`config.mk`:
```
export PLATFORM = sky130hd
export DESIGN_NAME = demux4way16_stream_flat
export DESIGN_NICKNAME = d
export VERILOG_FILES = /design/src/rtl/hw_pkg.sv /design/src/rtl/demux4way16_stream_if.sv /design/src/rtl/demux_lane.sv /design/src/rtl/demux4way16_stream.sv /design/src/flat_wrapper.sv
export SDC_FILE = /design/constraint.sdc
export NUM_CORES = 1
export LEC_CHECK = 0
export CAP_MARGIN = 20
export CELL_PAD_IN_SITES_DETAIL_PLACEMENT = 0
export CELL_PAD_IN_SITES_GLOBAL_PLACEMENT = 2
export CORE_UTILIZATION = 28
export DETAILED_ROUTE_END_ITERATION = 7
export PLACE_DENSITY_LB_ADDON = 0.25
export SLEW_MARGIN = 30
export SYNTH_ARGS = -nofsm -noshare
export SYNTH_HDL_FRONTEND = slang
export SYNTH_HIERARCHICAL = 1
export SYNTH_SLANG_ARGS = --single-unit
```
`constraint.sdc`:
```
create_clock -name clk -period 3.5 [get_ports clk]
set_clock_uncertainty 0.1 [all_clocks]
set_input_delay 0.7 -clock clk [delete_from_list [all_inputs] [get_ports clk]]
set_output_delay 0.7 -clock clk [all_outputs]
set_load 0.005 [all_outputs]
```
`src/rtl/hw_pkg.sv`:
```
// Shared definitions for the four-way stream demultiplexer.
//   NumLanes      : number of output lanes
//   SelA..SelD    : lane-select encodings carried on sel
//   lane_state_e  : per-lane holding register state
//   sel_decode()  : one-hot lane decode of a select value
package hw_pkg;

  localparam int unsigned NumLanes = 4;

  localparam logic [1:0] SelA = 2'd0;
  localparam logic [1:0] SelB = 2'd1;
  localparam logic [1:0] SelC = 2'd2;
  localparam logic [1:0] SelD = 2'd3;

  typedef enum logic {
    LaneEmpty,
    LaneFull
  } lane_state_e;

  function automatic logic [NumLanes-1:0] sel_decode(input logic [1:0] sel);
    logic [NumLanes-1:0] onehot;
    onehot = '0;
    unique case (sel)
      SelA:    onehot = 4'b0001;
      SelB:    onehot = 4'b0010;
      SelC:    onehot = 4'b0100;
      SelD:    onehot = 4'b1000;
      default: onehot = '0;
    endcase
    return onehot;
  endfunction

endpackage

```
`src/rtl/demux4way16_stream_if.sv`:
```
// Stream bus for demux4way16_stream: one input stream, four output lanes, plus busy.
//   master : producer/consumers side (drives in/sel/in_valid and ready_a..ready_d)
//   slave  : the demultiplexer (drives in_ready, out_a..out_d, valid_a..valid_d, busy)
interface demux4way16_stream_if #(
  parameter int unsigned WIDTH = 16
);

  logic [WIDTH-1:0] in;
  logic [1:0]       sel;
  logic             in_valid;
  logic             in_ready;

  logic [WIDTH-1:0] out_a;
  logic [WIDTH-1:0] out_b;
  logic [WIDTH-1:0] out_c;
  logic [WIDTH-1:0] out_d;
  logic             valid_a;
  logic             valid_b;
  logic             valid_c;
  logic             valid_d;
  logic             ready_a;
  logic             ready_b;
  logic             ready_c;
  logic             ready_d;

  logic             busy;

  modport master (
    output in, sel, in_valid,
    input  in_ready,
    input  out_a, out_b, out_c, out_d,
    input  valid_a, valid_b, valid_c, valid_d,
    output ready_a, ready_b, ready_c, ready_d,
    input  busy
  );

  modport slave (
    input  in, sel, in_valid,
    output in_ready,
    output out_a, out_b, out_c, out_d,
    output valid_a, valid_b, valid_c, valid_d,
    input  ready_a, ready_b, ready_c, ready_d,
    output busy
  );

endinterface

```
`src/rtl/demux_lane.sv`:
```
// One-entry holding register for a single output lane.
//   clk     : clock, rising edge
//   reset   : synchronous active-high reset (lane EMPTY, data cleared)
//   load_i  : input transfer targets this lane this cycle
//   data_i  : word to capture on load
//   ready_i : lane consumer takes the held word this cycle
//   valid_o : lane holds an undelivered word
//   data_o  : held word (keeps last value while EMPTY)
module demux_lane
  import hw_pkg::*;
#(
  parameter int unsigned WIDTH = 16
) (
  input  logic             clk,
  input  logic             reset,
  input  logic             load_i,
  input  logic [WIDTH-1:0] data_i,
  input  logic             ready_i,
  output logic             valid_o,
  output logic [WIDTH-1:0] data_o
);

  lane_state_e      state_q, state_d;
  logic [WIDTH-1:0] data_q, data_d;

  always_comb begin
    state_d = state_q;
    data_d  = data_q;
    if (load_i) begin
      // A load wins over a drain: simultaneous drain + load leaves the lane FULL with new data.
      state_d = LaneFull;
      data_d  = data_i;
    end else if (state_q == LaneFull && ready_i) begin
      state_d = LaneEmpty;
    end
  end

  always_ff @(posedge clk) begin
    if (reset) begin
      state_q <= LaneEmpty;
      data_q  <= '0;
    end else begin
      state_q <= state_d;
      data_q  <= data_d;
    end
  end

  assign valid_o = (state_q == LaneFull);
  assign data_o  = data_q;

endmodule

```
`src/rtl/demux4way16_stream.sv`:
```
// Four-way stream demultiplexer: routes each accepted word to the lane chosen by sel.
// Each lane is an independent one-entry holding register, so a stalled lane never
// blocks traffic to the others.
//   clk   : clock, rising edge
//   reset : synchronous active-high reset
//   bus   : stream bus (slave side) -- in/sel/in_valid/in_ready, out_x/valid_x/ready_x, busy
module demux4way16_stream
  import hw_pkg::*;
#(
  parameter int unsigned WIDTH = 16
) (
  input logic                  clk,
  input logic                  reset,
  demux4way16_stream_if.slave  bus
);

  logic [NumLanes-1:0] lane_valid;
  logic [NumLanes-1:0] lane_ready;
  logic [NumLanes-1:0] lane_load;
  logic [WIDTH-1:0]    lane_data [NumLanes];
  logic                in_ready;

  assign lane_ready = {bus.ready_d, bus.ready_c, bus.ready_b, bus.ready_a};

  // in_ready looks only at the selected lane and never at in_valid.
  always_comb begin
    in_ready  = 1'b0;
    lane_load = '0;
    if (!reset) begin
      in_ready = !lane_valid[bus.sel] || lane_ready[bus.sel];
    end
    if (bus.in_valid && in_ready) begin
      lane_load = sel_decode(bus.sel);
    end
  end

  for (genvar g = 0; g < NumLanes; g++) begin : g_lane
    demux_lane #(
      .WIDTH (WIDTH)
    ) u_lane (
      .clk     (clk),
      .reset   (reset),
      .load_i  (lane_load[g]),
      .data_i  (bus.in),
      .ready_i (lane_ready[g]),
      .valid_o (lane_valid[g]),
      .data_o  (lane_data[g])
    );
  end

  assign bus.in_ready = in_ready;
  assign bus.out_a    = lane_data[SelA];
  assign bus.out_b    = lane_data[SelB];
  assign bus.out_c    = lane_data[SelC];
  assign bus.out_d    = lane_data[SelD];
  assign bus.valid_a  = lane_valid[SelA];
  assign bus.valid_b  = lane_valid[SelB];
  assign bus.valid_c  = lane_valid[SelC];
  assign bus.valid_d  = lane_valid[SelD];
  assign bus.busy     = |lane_valid;

endmodule

```
`src/flat_wrapper.sv`:
```
// flat-port wrapper written by rule: the top's interface ports become plain ports
module demux4way16_stream_flat import hw_pkg::*;
#(
  parameter int unsigned WIDTH = 16
)
  (clk, reset, bus_in, bus_sel, bus_in_valid, bus_in_ready, bus_out_a, bus_out_b, bus_out_c, bus_out_d, bus_valid_a, bus_valid_b, bus_valid_c, bus_valid_d, bus_ready_a, bus_ready_b, bus_ready_c, bus_ready_d, bus_busy);
  demux4way16_stream_if #(.WIDTH(WIDTH)) bus_i ();
  input logic clk;
  input logic reset;
  input wire logic [$bits(bus_i.in)-1:0] bus_in;
  input wire logic [$bits(bus_i.sel)-1:0] bus_sel;
  input wire logic [$bits(bus_i.in_valid)-1:0] bus_in_valid;
  output wire logic [$bits(bus_i.in_ready)-1:0] bus_in_ready;
  output wire logic [$bits(bus_i.out_a)-1:0] bus_out_a;
  output wire logic [$bits(bus_i.out_b)-1:0] bus_out_b;
  output wire logic [$bits(bus_i.out_c)-1:0] bus_out_c;
  output wire logic [$bits(bus_i.out_d)-1:0] bus_out_d;
  output wire logic [$bits(bus_i.valid_a)-1:0] bus_valid_a;
  output wire logic [$bits(bus_i.valid_b)-1:0] bus_valid_b;
  output wire logic [$bits(bus_i.valid_c)-1:0] bus_valid_c;
  output wire logic [$bits(bus_i.valid_d)-1:0] bus_valid_d;
  input wire logic [$bits(bus_i.ready_a)-1:0] bus_ready_a;
  input wire logic [$bits(bus_i.ready_b)-1:0] bus_ready_b;
  input wire logic [$bits(bus_i.ready_c)-1:0] bus_ready_c;
  input wire logic [$bits(bus_i.ready_d)-1:0] bus_ready_d;
  output wire logic [$bits(bus_i.busy)-1:0] bus_busy;
  assign bus_i.in = bus_in;
  assign bus_i.sel = bus_sel;
  assign bus_i.in_valid = bus_in_valid;
  assign bus_in_ready = bus_i.in_ready;
  assign bus_out_a = bus_i.out_a;
  assign bus_out_b = bus_i.out_b;
  assign bus_out_c = bus_i.out_c;
  assign bus_out_d = bus_i.out_d;
  assign bus_valid_a = bus_i.valid_a;
  assign bus_valid_b = bus_i.valid_b;
  assign bus_valid_c = bus_i.valid_c;
  assign bus_valid_d = bus_i.valid_d;
  assign bus_i.ready_a = bus_ready_a;
  assign bus_i.ready_b = bus_ready_b;
  assign bus_i.ready_c = bus_ready_c;
  assign bus_i.ready_d = bus_ready_d;
  assign bus_busy = bus_i.busy;
  demux4way16_stream #(.WIDTH(WIDTH)) u_core (.clk(clk), .reset(reset), .bus(bus_i));
endmodule
```
==> results.tsv, run 1 <==
metric	value	unit
place_area	3550	um2
postRouteAntennaNets	0	
htree_levels	3	
vias	1942	
drive_gt1_share	7.059	%
setup.worst_path.start_class	input pin	
synth_mux_area_share	24.79	%
synth_cells	241	
yosysUniqueCellTypes	19	
grt_usage	14.31	%
arrival	2.38	ns
cts_tree	done	
hold_class	flip-flop to flip-flop	
seq_area_frac_synth	52.69	%
required	2.70	ns
rsz0062_at_grt	false	
fp.dieW	98.06	um
area_delta_synth_final	45.81	%
power_frac_seq	48.6	%
intPower	1289	uW
port_buffers	94	
die-area	9616	um2
cp-end-kind	output port	
maxCapViolCount	0	
synth_top_family_by_area	multiplexers	
use_met1	18.16	%
async_reset_ff_share	0	%
p_sw	355.3	uW
dp_cells	432	
path_class	input pin to output port	
n_antenna_cell	0	
fin_crit	3.179	ns
post-route-period-util	90.84	%
slew_violations	0	
whs	0.3957	ns
violations	DRC	
rows	34	
grt_max_degree	55	
power.share.combinational	8.5	%
insertion_delay	0.34	ns
hold_viol	0	
cts_buffer_depth	2	
p_leak	0.001306	uW
busiest_layer	met2	
synth-xor-area-share	0	%
finalNetCount	360	
slew_headroom	47.08	%
fmax	0.3145	GHz
final_area	3767	um2
overflow	0	
p_clk_share	42.8	%
synth_edf_count	0	
met3_usage	4.724	%
p_sw_share	21.61	%
post_cts_buffers	0	
remaining_drc_errors	6	
drtIter0Drc	66	
globalplace.congestion	0.7439	
synth_compound_area_share	1.792	%
ys_warn_count	6	
cts_made_buffers	9	
grt_use_met2	21.13	%
syn_avg_cell_area	10.72	um2
peakVddDrop	0.1554	mV
cts.sinks	68	
final_common_cell	clkdlybuf4s50_1	
via_per_inst	4.335	
setup_ws	0.3206	ns
ys.flop_type	dfxtp_1	
grt_pass1_vias	1948	
layout.cells.non_filler	448	
tightest_slew	0.7895	ns
dieHeight	98.06	um
initial_utilization	29.20	%
synth_seq_cells	68	
status	complete, but fails checks	
syn_nets	266	
power_density	436.4	nW/um2
dr.pass1.iters	6	
path_max_fanout	7	
setup_violations	0	
path_clk_slew	0.07	ns
synth-simple-area-share	13.32	%
cts-root-buf	clkbuf_8	
pre_cts_ws	0.3162	ns
routed_wl	6491	um
antenna_found_initial	0	
post_drt_wl_per_cell	14.49	um
layout_common_cells	clkdlybuf4s50_1 (93), dfxtp_1 (68), mux2i_1 (64), nor2_1 (64), clkbuf_8 (10)	
cts_resized	0	
ctsHoldBuffers	0	
dp_hpwl	4197	um
tns	0	ns
synth_fa_ha_area_share	0	%
num_io_pins	95	
core_area	8848	um2
grt_pass1_wl	10310	um
synth_area	2584	um2
-- kinds of logic after synthesis --
kind of cell	Yosys count
simple gates	79
flops	68
mux	64
buf+inv	23
compound gates	7
-- per-stage QoR --
stage	power, uW	utilization, %
CTS	1677	42.58
global route	1725	42.58
floorplan	877.5	-
global placement	959.0	40.12
finish	1644	42.58
detailed placement	959.2	40.12
-- power groups by stage --
stage / Sequential (uW) / Clock, uW / Combinational [uW]
4_1_cts: 800 / 735 / 143
6_report: 800 / 704 / 140
3_3_place_gp: 817 / 0 / 142
3_5_place_dp: 817 / 0 / 142
5_1_grt: 802 / 771 / 152
2_1_floorplan: 818 / 0 / 59.8
-- registers in the layout, indices dropped and copies added, names as in the netlist --
name / count
u_core/g_lane.u_lane/data_o: 64
u_core/g_lane.u_lane/valid_o: 4
-- routing by layer --
metal | share of wire [%] | routed length (um) | up-vias
li1 | - | - | 991
met5 | 0 | 0 | -
met1 | 46 | 3011 | 878
met4 | 2.4 | 156 | 0
met3 | 6.7 | 437 | 12
met2 | 44 | 2885 | 61
-- cell usage after synthesis (2+ instances only) --
| library cell | number | area (um2) |
|---|---|---|
| nor2b_1 | 2 | 12.51 |
| buf_2 | 8 | 40.04 |
| a21oi_1 | 4 | 20.02 |
| nor2_1 | 64 | 240.2 |
| a2111oi_0 | 2 | 17.52 |
| dfxtp_1 | 68 | 1361 |
| buf_12 | 4 | 80.08 |
| nor3_1 | 2 | 10.01 |
| buf_6 | 4 | 45.04 |
| inv_1 | 7 | 26.28 |
| mux2i_1 | 64 | 640.6 |
| nand2b_1 | 5 | 31.28 |
-- worst max-delay path, cell delays in order --
cell and delay [ns]:
clkdlybuf4s50_1 0.54, or4bb_1 0.54, nand3_1 0.09, a311oi_1 0.05, clkdlybuf4s50_1 0.46
-- path summary, 6_finish.rpt --
kind	startpoint	to	slack, ns	cells past startpoint
max	bus_sel[0]	bus_in_ready	0.32	5
min reg2reg	u_core/g_lane[2].u_lane/data_o[2]$_SDFFE_PP0P_	u_core/g_lane[2].u_lane/data_o[2]$_SDFFE_PP0P_	0.40	2
max reg2reg	u_core/g_lane[3].u_lane/valid_o$_SDFFE_PP0P_	u_core/g_lane[3].u_lane/data_o[9]$_SDFFE_PP0P_	1.49	5
min	u_core/g_lane[2].u_lane/data_o[2]$_SDFFE_PP0P_	u_core/g_lane[2].u_lane/data_o[2]$_SDFFE_PP0P_	0.40	2
-- layout make-up --
| class | count | area [um2] |
|---|---|---|
| Clock buffer | 12 | 145.1 |
| Clock inverter | 4 | 72.57 |
| Fill cell | 885 | 5081 |
| Inverter | 7 | 26.28 |
| Multi-Input combinational cell | 150 | 1054 |
| Sequential cell | 68 | 1361 |
| Tap cell | 108 | 135.1 |
| Timing Repair Buffer | 99 | 973.4 |
Power figures use the tool's default switching activity.
==> run 2, diff against run 1 <==
CORE_UTILIZATION = 25   (was 28)
==> run 2 against run 1 <==
Effect of this change:
- the flow now finishes without violations
- sequential power about the same
- clock power increased by 6.4%
- critical path depth unchanged
- via count increased by 1.1%
- critical endpoint unchanged
- highest routed layer unchanged
==> results.tsv, run 2 (synthesis results as in run 1) <==
metric	value	unit
status	finished clean	
dr.pass1.iters	4	
place_area	3588	um2
grt_usage	12.64	%
path_class	input pin to output port	
finalNetCount	361	
drtIter0Drc	75	
fp.dieW	103.7	um
drive_gt1_share	7.918	%
routed_wl	6749	um
fin_crit	3.190	ns
setup.worst_path.start_class	input pin	
slowest_delay	0.54	ns
p_sw_share	22.48	%
p_sw	380.1	uW
post-route-period-util	91.15	%
post_cts_buffers	0	
slew_violations	0	
cts_buffer_depth	2	
hold_class	flip-flop to flip-flop	
crit_chain	clkdlybuf4s50_1 -> or4bb_1 -> nand3_1 -> a311oi_1 -> clkdlybuf4s50_1	
grt_pass1_vias	1916	
power.share.combinational	8.4	%
critPathMostFrequentCell	clkdlybuf4s50_1	
n_antenna_cell	0	
htree_levels	3	
rsz0062_at_grt	false	
rows	36	
tightest_slew	0.4164	ns
postRouteAntennaNets	0	
nFillCells	1019	
insertion_delay	0.34	ns
grt_max_degree	38	
globalplace.congestion	0.7880	
num_io_pins	95	
maxCapViolCount	0	
path_max_fanout	7	
remaining_drc_errors	0	
ctsHoldBuffers	0	
path_clk_slew	0.07	ns
cts_resized	0	
final_area	3824	um2
power_frac_seq	47.3	%
final_common_cell	clkdlybuf4s50_1	
cts_made_buffers	9	
cts-root-buf	clkbuf_8	
power_density	442.1	nW/um2
hold_viol	0	
required	2.70	ns
antenna_found_initial	0	
cp-end-kind	output port	
crit_slowest_cell	clkdlybuf4s50_1	
initial_utilization	26.07	%
arrival	2.39	ns
via_per_inst	4.143	
p_leak	0.001316	uW
port_buffers	94	
fmax	0.3135	GHz
dieHeight	103.7	um
core_area	9910	um2
slew_headroom	72.24	%
cts_tree	done	
die-area	10750	um2
overflow	0	
setup_violations	0	
largest_reg_flops	64	
intPower	1310	uW
peakVddDrop	0.2300	mV
area_delta_synth_final	47.99	%
dp_hpwl	4339	um
tns	0	ns
cts.sinks	68	
p_clk_share	44.3	%
post_drt_wl_per_cell	14.24	um
layout_common_cells	clkdlybuf4s50_1 (93), dfxtp_1 (68), mux2i_1 (64), nor2_1 (64), clkbuf_8 (11)	
grt_pass1_wl	10520	um
vias	1964	
-- run 2: cell types whose count changed in the layout (fill, tap and decap cells not counted) --
cell	previous run	this run
clkbuf_1	2	0
buf_4	5	6
clkbuf_8	10	11
clkinv_2	1	0
clkinv_4	0	1
clkinvlp_4	1	2
-- run 2: cell type report --
class                   instances  area (um2)  area share [%]
clock buffers                  11       151.4           3.959
clock inverters                 5       83.83           2.192
inverters                       7       26.28          0.6872
flip-flops and latches         68        1361           35.60
repair buffers                100       980.9           25.65
well taps                     133       166.4           4.352
multi-input cells             150        1054           27.55
-- run 2: power groups by stage --
stage	Combinational [uW]	Sequential, uW	Clock, uW
detailed placement	144	817	0
global route	154	801	806
floorplan	59.8	818	0
global placement	144	817	0
CTS	145	799	776
finish	142	799	749
-- run 2: worst paths after layout --
kind	startpoint	endpoint	slack (ns)	cells past startpoint
hold / removal	u_core/g_lane[3].u_lane/data_o[2]$_SDFFE_PP0P_	u_core/g_lane[3].u_lane/data_o[2]$_SDFFE_PP0P_	0.40	2
setup reg to reg	u_core/g_lane[0].u_lane/valid_o$_SDFFE_PP0P_	u_core/g_lane[0].u_lane/data_o[0]$_SDFFE_PP0P_	1.87	4
setup / recovery	bus_sel[0]	bus_in_ready	0.31	5
hold reg to reg	u_core/g_lane[3].u_lane/data_o[2]$_SDFFE_PP0P_	u_core/g_lane[3].u_lane/data_o[2]$_SDFFE_PP0P_	0.40	2
-- run 2: per-layer routing --
| metal | part of all wire, % | wire (um) | global-route usage [%] |
|---|---|---|---|
| met2 | 46 | 3088 | 19.80 |
| met5 | 0 | 0 | 0 |
| met4 | 1.3 | 86 | 4.286 |
| met1 | 46 | 3091 | 15.19 |
| met3 | 7.2 | 483 | 5.916 |
-- run 2: metrics by stage --
stage | setup WS [ns] | hold slack [ns] | power (uW) | utilization, % | cells
after global placement | 0.3172 | 0.3719 | 961.1 | 36.21 | 458
final | 0.3097 | 0.3967 | 1690 | 38.59 | 474
after CTS | 0.3118 | 0.4022 | 1720 | 38.59 | 474
after global routing | 0.2587 | 0.4215 | 1760 | 38.59 | 474
after floorplan | 1.373 | 0.3819 | 877.5 | - | 241
after detailed placement | 0.3164 | 0.3827 | 961.4 | 36.21 | 458
-- run 2: critical path: cells and delay by family --
kind | cells | cell delay (ns)
AOI/OAI and AO/OA | 1 | 0.05
and+or+nand+nor | 2 | 0.64
buffers and inverters | 2 | 1.00
